## src/rtl/sp_dram_arbiter_if.sv

```systemverilog
// Bundle of both requester ports and the DRAM-wrapper port shared by the arbiter.
// The slave modport is the arbiter's view; master is the requesters plus memory.
interface sp_dram_arbiter_if #(
  parameter int unsigned ADDR_WIDTH = 26,
  parameter int unsigned DATA_WIDTH = 128,
  parameter int unsigned MASK_WIDTH = 16
);
  logic                  p0_req;
  logic                  p0_wr;
  logic [ADDR_WIDTH-1:0] p0_addr;
  logic [DATA_WIDTH-1:0] p0_wdata;
  logic [MASK_WIDTH-1:0] p0_mask;
  logic                  p0_ack;
  logic [DATA_WIDTH-1:0] p0_rdata;
  logic                  p0_rvalid;

  logic                  p1_req;
  logic                  p1_wr;
  logic [ADDR_WIDTH-1:0] p1_addr;
  logic [DATA_WIDTH-1:0] p1_wdata;
  logic [MASK_WIDTH-1:0] p1_mask;
  logic                  p1_ack;
  logic [DATA_WIDTH-1:0] p1_rdata;
  logic                  p1_rvalid;

  logic [ADDR_WIDTH-1:0] mem_addr;
  logic [DATA_WIDTH-1:0] mem_din;
  logic [MASK_WIDTH-1:0] mem_mask;
  logic                  mem_we;
  logic                  mem_re;
  logic [DATA_WIDTH-1:0] mem_dout;
  logic                  mem_ready;

  modport master (
    output p0_req, p0_wr, p0_addr, p0_wdata, p0_mask,
    input  p0_ack, p0_rdata, p0_rvalid,
    output p1_req, p1_wr, p1_addr, p1_wdata, p1_mask,
    input  p1_ack, p1_rdata, p1_rvalid,
    input  mem_addr, mem_din, mem_mask, mem_we, mem_re,
    output mem_dout, mem_ready
  );

  modport slave (
    input  p0_req, p0_wr, p0_addr, p0_wdata, p0_mask,
    output p0_ack, p0_rdata, p0_rvalid,
    input  p1_req, p1_wr, p1_addr, p1_wdata, p1_mask,
    output p1_ack, p1_rdata, p1_rvalid,
    output mem_addr, mem_din, mem_mask, mem_we, mem_re,
    input  mem_dout, mem_ready
  );
endinterface

```

## src/rtl/sp_dram_arbiter.sv

```systemverilog
// Two-port round-robin arbiter onto a single DRAM command port.
// One command outstanding at a time; reads wait for mem_ready before returning data.
module sp_dram_arbiter #(
  parameter int unsigned ADDR_WIDTH = 26,
  parameter int unsigned DATA_WIDTH = 128,
  parameter int unsigned MASK_WIDTH = 16
) (
  input logic              clk,
  input logic              rst_n,
  sp_dram_arbiter_if.slave bus
);

  typedef enum logic [1:0] {IDLE, ISSUE, RWAIT} state_t;

  typedef struct packed {
    logic                  wr;
    logic [ADDR_WIDTH-1:0] addr;
    logic [DATA_WIDTH-1:0] wdata;
    logic [MASK_WIDTH-1:0] mask;
  } cmd_t;

  state_t                state;
  cmd_t                  cmd;
  logic                  owner;
  logic                  last_grant;
  logic                  rwait_first;
  logic                  mem_we;
  logic                  mem_re;
  logic                  p0_ack;
  logic                  p1_ack;
  logic                  p0_rvalid;
  logic                  p1_rvalid;
  logic [DATA_WIDTH-1:0] p0_rdata;
  logic [DATA_WIDTH-1:0] p1_rdata;

  logic                  grant_c;
  cmd_t                  p0_cmd_c;
  cmd_t                  p1_cmd_c;
  cmd_t                  win_cmd_c;

  assign p0_cmd_c  = {bus.p0_wr, bus.p0_addr, bus.p0_wdata, bus.p0_mask};
  assign p1_cmd_c  = {bus.p1_wr, bus.p1_addr, bus.p1_wdata, bus.p1_mask};
  assign win_cmd_c = grant_c ? p1_cmd_c : p0_cmd_c;

  // Round-robin pick: on contention the port not granted last wins.
  always_comb begin
    grant_c = 1'b0;
    if (bus.p0_req && bus.p1_req) grant_c = ~last_grant;
    else if (bus.p1_req)          grant_c = 1'b1;
  end

  // Command FSM; all strobes, acks and rvalids are registered one-cycle pulses.
  always_ff @(posedge clk) begin
    if (!rst_n) begin
      state       <= IDLE;
      cmd         <= '0;
      owner       <= 1'b0;
      last_grant  <= 1'b1;
      rwait_first <= 1'b0;
      mem_we      <= 1'b0;
      mem_re      <= 1'b0;
      p0_ack      <= 1'b0;
      p1_ack      <= 1'b0;
      p0_rvalid   <= 1'b0;
      p1_rvalid   <= 1'b0;
      p0_rdata    <= '0;
      p1_rdata    <= '0;
    end else begin
      mem_we    <= 1'b0;
      mem_re    <= 1'b0;
      p0_ack    <= 1'b0;
      p1_ack    <= 1'b0;
      p0_rvalid <= 1'b0;
      p1_rvalid <= 1'b0;
      unique case (state)
        IDLE: begin
          if (bus.mem_ready && (bus.p0_req || bus.p1_req)) begin
            owner  <= grant_c;
            cmd    <= win_cmd_c;
            mem_we <= win_cmd_c.wr;
            mem_re <= ~win_cmd_c.wr;
            p0_ack <= ~grant_c;
            p1_ack <= grant_c;
            state  <= ISSUE;
          end
        end
        ISSUE: begin
          last_grant  <= owner;
          rwait_first <= 1'b1;
          state       <= cmd.wr ? IDLE : RWAIT;
        end
        RWAIT: begin
          // mem_ready may still reflect the pre-command state on the first cycle
          rwait_first <= 1'b0;
          if (!rwait_first && bus.mem_ready) begin
            if (owner) begin
              p1_rdata  <= bus.mem_dout;
              p1_rvalid <= 1'b1;
            end else begin
              p0_rdata  <= bus.mem_dout;
              p0_rvalid <= 1'b1;
            end
            state <= IDLE;
          end
        end
        default: state <= IDLE;
      endcase
    end
  end

  assign bus.mem_addr  = cmd.addr;
  assign bus.mem_din   = cmd.wdata;
  assign bus.mem_mask  = cmd.mask;
  assign bus.mem_we    = mem_we;
  assign bus.mem_re    = mem_re;
  assign bus.p0_ack    = p0_ack;
  assign bus.p1_ack    = p1_ack;
  assign bus.p0_rvalid = p0_rvalid;
  assign bus.p1_rvalid = p1_rvalid;
  assign bus.p0_rdata  = p0_rdata;
  assign bus.p1_rdata  = p1_rdata;

endmodule

```

## src/flat_wrapper.sv

```systemverilog
// flat-port wrapper written by rule: the top's interface ports become plain ports
module sp_dram_arbiter_flat 
#(
  parameter int unsigned ADDR_WIDTH = 26,
  parameter int unsigned DATA_WIDTH = 128,
  parameter int unsigned MASK_WIDTH = 16
)
  (clk, rst_n, bus_p0_req, bus_p0_wr, bus_p0_addr, bus_p0_wdata, bus_p0_mask, bus_p0_ack, bus_p0_rdata, bus_p0_rvalid, bus_p1_req, bus_p1_wr, bus_p1_addr, bus_p1_wdata, bus_p1_mask, bus_p1_ack, bus_p1_rdata, bus_p1_rvalid, bus_mem_addr, bus_mem_din, bus_mem_mask, bus_mem_we, bus_mem_re, bus_mem_dout, bus_mem_ready);
  sp_dram_arbiter_if #(.ADDR_WIDTH(ADDR_WIDTH), .DATA_WIDTH(DATA_WIDTH), .MASK_WIDTH(MASK_WIDTH)) bus_i ();
  input logic clk;
  input logic rst_n;
  input wire logic [$bits(bus_i.p0_req)-1:0] bus_p0_req;
  input wire logic [$bits(bus_i.p0_wr)-1:0] bus_p0_wr;
  input wire logic [$bits(bus_i.p0_addr)-1:0] bus_p0_addr;
  input wire logic [$bits(bus_i.p0_wdata)-1:0] bus_p0_wdata;
  input wire logic [$bits(bus_i.p0_mask)-1:0] bus_p0_mask;
  output wire logic [$bits(bus_i.p0_ack)-1:0] bus_p0_ack;
  output wire logic [$bits(bus_i.p0_rdata)-1:0] bus_p0_rdata;
  output wire logic [$bits(bus_i.p0_rvalid)-1:0] bus_p0_rvalid;
  input wire logic [$bits(bus_i.p1_req)-1:0] bus_p1_req;
  input wire logic [$bits(bus_i.p1_wr)-1:0] bus_p1_wr;
  input wire logic [$bits(bus_i.p1_addr)-1:0] bus_p1_addr;
  input wire logic [$bits(bus_i.p1_wdata)-1:0] bus_p1_wdata;
  input wire logic [$bits(bus_i.p1_mask)-1:0] bus_p1_mask;
  output wire logic [$bits(bus_i.p1_ack)-1:0] bus_p1_ack;
  output wire logic [$bits(bus_i.p1_rdata)-1:0] bus_p1_rdata;
  output wire logic [$bits(bus_i.p1_rvalid)-1:0] bus_p1_rvalid;
  output wire logic [$bits(bus_i.mem_addr)-1:0] bus_mem_addr;
  output wire logic [$bits(bus_i.mem_din)-1:0] bus_mem_din;
  output wire logic [$bits(bus_i.mem_mask)-1:0] bus_mem_mask;
  output wire logic [$bits(bus_i.mem_we)-1:0] bus_mem_we;
  output wire logic [$bits(bus_i.mem_re)-1:0] bus_mem_re;
  input wire logic [$bits(bus_i.mem_dout)-1:0] bus_mem_dout;
  input wire logic [$bits(bus_i.mem_ready)-1:0] bus_mem_ready;
  assign bus_i.p0_req = bus_p0_req;
  assign bus_i.p0_wr = bus_p0_wr;
  assign bus_i.p0_addr = bus_p0_addr;
  assign bus_i.p0_wdata = bus_p0_wdata;
  assign bus_i.p0_mask = bus_p0_mask;
  assign bus_p0_ack = bus_i.p0_ack;
  assign bus_p0_rdata = bus_i.p0_rdata;
  assign bus_p0_rvalid = bus_i.p0_rvalid;
  assign bus_i.p1_req = bus_p1_req;
  assign bus_i.p1_wr = bus_p1_wr;
  assign bus_i.p1_addr = bus_p1_addr;
  assign bus_i.p1_wdata = bus_p1_wdata;
  assign bus_i.p1_mask = bus_p1_mask;
  assign bus_p1_ack = bus_i.p1_ack;
  assign bus_p1_rdata = bus_i.p1_rdata;
  assign bus_p1_rvalid = bus_i.p1_rvalid;
  assign bus_mem_addr = bus_i.mem_addr;
  assign bus_mem_din = bus_i.mem_din;
  assign bus_mem_mask = bus_i.mem_mask;
  assign bus_mem_we = bus_i.mem_we;
  assign bus_mem_re = bus_i.mem_re;
  assign bus_i.mem_dout = bus_mem_dout;
  assign bus_i.mem_ready = bus_mem_ready;
  sp_dram_arbiter #(.ADDR_WIDTH(ADDR_WIDTH), .DATA_WIDTH(DATA_WIDTH), .MASK_WIDTH(MASK_WIDTH)) u_core (.clk(clk), .rst_n(rst_n), .bus(bus_i));
endmodule
```

## config.mk

```make
export PLATFORM = sky130hd
export DESIGN_NAME = sp_dram_arbiter_flat
export DESIGN_NICKNAME = d
export VERILOG_FILES = /design/src/rtl/sp_dram_arbiter_if.sv /design/src/rtl/sp_dram_arbiter.sv /design/src/flat_wrapper.sv
export SDC_FILE = /design/constraint.sdc
export NUM_CORES = 1
export LEC_CHECK = 0
export CAP_MARGIN = 10
export CORE_AREA = 2 2 349 351
export DETAILED_ROUTE_END_ITERATION = 7
export DIE_AREA = 0 0 351 353
export PLACE_DENSITY = 0.38
export SYNTH_ARGS = -nofsm -noshare
export SYNTH_HDL_FRONTEND = slang
export SYNTH_SLANG_ARGS = --single-unit
export TNS_END_PERCENT = 10
```

## constraint.sdc

```tcl
create_clock -name clk -period 1.4 [get_ports clk]
set_input_delay 0.14 -clock clk [delete_from_list [all_inputs] [get_ports clk]]
set_output_delay 0.14 -clock clk [all_outputs]
set_load 0.02 [all_outputs]
```

==> impl_metrics.tcl <==
set metrics [dict create \
    cts_tree "built" \
    endpoint "u_core.bus.mem_din[18]" \
    cts_max_level 2 \
    first_global_vias 18979 \
    r2r_cells 8 \
    synthFlopType "dfxtp_1" \
    std_cell_rows 128 \
    design_area_sq_um 30800 \
    drv_slew 0 \
    crit_family "buffers and inverters" \
    vias_per_cell 3.84 \
    max_slew_margin 0.741 \
    yosysMostFrequentCell "nand2_1" \
    grt_first_pass_wirelength_um 137000 \
    globalRouteMet3Util 0.0579 \
    grt-busiest-layer "met2" \
    start_util 0.151 \
    final_core_util 0.256 \
    synth_top_area_cell "dfxtp_1" \
    synth_area_sq_um 18200 \
    fmaxAchievable_ghz 0.650 \
    crit_type "reg -> reg" \
    use_met1 0.178 \
    wl_per_cell_um 20.6 \
    synthArstFlopShare 0 \
    grt_start_max_net_pins 50 \
    cts.path.max_buffers 3 \
    track_usage 0.151 \
    place_inst 4618 \
    dpl_cell_area_sq_um 29100 \
    yosysSeqAreaShare 0.483 \
    fin_cells 4774 \
    drc_errors 0 \
    swShare 0.282 \
    holdCritPathClass "in -> reg" \
    p_comb_frac 0.182 \
    clock_sinks 438 \
    worstHoldStart "bus_p0_wdata[32]" \
    gr-total-overflow 0 \
    regToRegSetupSlack_ns -0.14 \
    rsz0062_at_grt "yes" \
    finClkSkew_ns 0.0182 \
    synth_top_cells_by_count "nand2_1 (689), dfxtp_1 (438), a21oi_1 (340), a21boi_1 (219), buf_4 (175)" \
    critPathLaunch "u_core.state[1]" \
    antenna_found_initial 36 \
    detail-route-antenna-nets 0 \
    p_sw_w 0.00979 \
    dr.pass1.iters 5 \
    powerDensity_nw_per_um2 1130 \
    io_buffer_count 906 \
    fp.dieW_um 351 \
    ir_drop_mv 0.813 \
    vias 18323 \
    syn_nets 2754 \
    path_cells "inv_4 > ha_4 > o211a_4 > buf_12 > clkbuf_16 > buf_4 > o21ai_0 > a21oi_1" \
    p_seq_frac 0.387 \
    fin_nets 3562 \
    grt_use_met2 0.246 \
    cp_slowest_cell "dfxtp_4" \
    areaGrowthSynthToFinish_pct 69.7 \
    drive_gt1_frac 0.142 \
    violations "setup timing" \
    finalSetupViolations 720 \
    arrival_ns 2.05 \
    crit_path_max_fanout 5 \
    routabilityCongestion 0.827 \
    ys_ff_latch 438 \
    status "complete, but fails checks" \
    p_leak_nw 13.0 \
    fin_crit_sh 1.10 \
    coreArea_sq_um 121000 \
    crit_cells 8 \
    insertion_delay_ns 0.64 \
    synth_edf_count 0 \
    die-height_um 353 \
    p_int_w 0.0249 \
    synth_cell_types 28 \
    synth.area.top_cells "dfxtp_1 (48%), nand2_1 (14%), a21oi_1 (9.4%)" \
    hpwl_um 76400 \
    fin_crit_ns 1.54 \
    hold_viol 0 \
    avgSynthCellArea_sq_um 7.98 \
    cp-start-kind "flop" \
    cp-end-kind "flop" \
    timing.final.ws_setup_ns -0.138 \
    yosysWarnings 0 \
    wl_um 98500 \
    io_pins 907 \
    tightestPinTransition_ns 0.385 \
    worstReg2RegStart "u_core.state[1]" \
    path_buf_inv 4 \
    clk_pin_slew_worst_paths_ns 0.06 \
    max_stage_delay_ns 0.37 \
    cts_buffers 58 \
    synthesis.instances 2275 \
    yosys.area.top_type_share 0.483 \
    max-cap-violations 0 \
    die-area_sq_um 124000 \
    cp.required_ns 1.91 \
    cts_root_buf "clkbuf_16" \
    clkPwrFrac 0.432 \
    drt_iter0_drc 846 \
    place_ws_ns -0.589 \
    nFillCells 13270 \
    r2r_end "u_core.bus.mem_din[18]" \
]
[area by class of cell]
cell class	instances	area, sq um	area share
clock buffer	93	1770	0.0576
inverter	2	12.5	0.000406
multi-input combinational	1486	7530	0.244
sequential	438	8780	0.285
tap	1625	2030	0.0660
antenna	19	47.5	0.00154
timing repair buffer	1097	10500	0.341
clock inverter	14	123	0.00398
[worst reg2reg max path: cells and delay by family, from the launching register on]
kind | cells | cell delay [ns]
flip-flops | 1 | 0.37
adder cells (fa/ha/maj) | 1 | 0.17
buffers and inverters | 4 | 0.49
AO/OA/AOI/OAI | 3 | 0.38
[registers in the layout, summed over array words and instances, names as in the netlist, 2 cells and up]
name / count
u_core.bus.mem_addr: 26
u_core.bus.mem_din: 128
u_core.bus.mem_mask: 16
u_core.bus.p0_rdata: 128
u_core.bus.p1_rdata: 128
u_core.state: 2
[cell families after synthesis]
family | Yosys count | share of synthesized area
AOI/OAI and AO/OA | 778 | 0.252
and+or+nand+nor | 701 | 0.147
DFF | 438 | 0.483
buffers and inverters | 351 | 0.114
adders and majority gates | 4 | 0.00276
muxes | 3 | 0.00165
[metal layers]
| metal | part of all wire | vias up |
|---|---|---|
| li1 | - | 9030 |
| met1 | 0.42 | 8516 |
| met2 | 0.47 | 641 |
| met3 | 0.088 | 116 |
| met4 | 0.020 | 20 |
| met5 | 0.0013 | - |
[power by group through the flow]
stage	Clock, W	Sequential, W	Combinational [W]
after floorplan	0	0.0136	0.00305
after global placement	0	0.0137	0.00652
after detailed placement	0	0.0137	0.00649
after CTS	0.0156	0.0134	0.00622
after global routing	0.0161	0.0135	0.00676
final	0.0150	0.0134	0.00630
[timing repair]
| item | in CTS | in global routing |
|---|---|---|
| pin swaps | 22 | 5 |
| endpoints found under the hold margin | 75 | 0 |
| cloned | 0 | 6 |
| setup endpoints to repair | 861 | 764 |
| hold buffers | 16 | 0 |
| gates resized for setup | 910 | 67 |
| setup buffers | 1 | 7 |
[worst min-delay path by stage]
stage | to | slack [ns] | cells past startpoint
floorplan | u_core.bus.mem_addr[10] | 0.27 | 2
global placement | u_core.bus.p0_rdata[124] | 0.42 | 2
detailed placement | u_core.bus.p0_rdata[124] | 0.43 | 2
CTS | u_core.bus.mem_din[43] | 0.0007 | 3
global route | u_core.bus.mem_din[2] | 0.009 | 3
finish | u_core.bus.mem_din[32] | 0.05 | 3
[layout by cell type, fill, tap and decap left out, drive strengths merged, types with 11 or more instances in the layout]
| master | n |
|---|---|
| clkbuf | 104 |
| o21ai | 172 |
| dfxtp | 438 |
| nand2 | 689 |
| clkdlybuf4s50 | 473 |
| a21boi | 258 |
| clkinv | 11 |
| buf | 291 |
| a21oi | 340 |
| dlygate4sd2 | 305 |
| dlygate4sd3 | 16 |
| diode | 19 |
[per-stage QoR]
step                TNS, ns  total power, W  hold slack [ns]
detailed placement  -170.04          0.0202            0.435
CTS                  -74.78          0.0352         0.000669
floorplan             -1.22          0.0167            0.274
global placement    -164.02          0.0202            0.424
global route        -109.98          0.0363          0.00925
finish               -40.51          0.0347           0.0517
No activity file was read; power rests on OpenSTA's default activity.
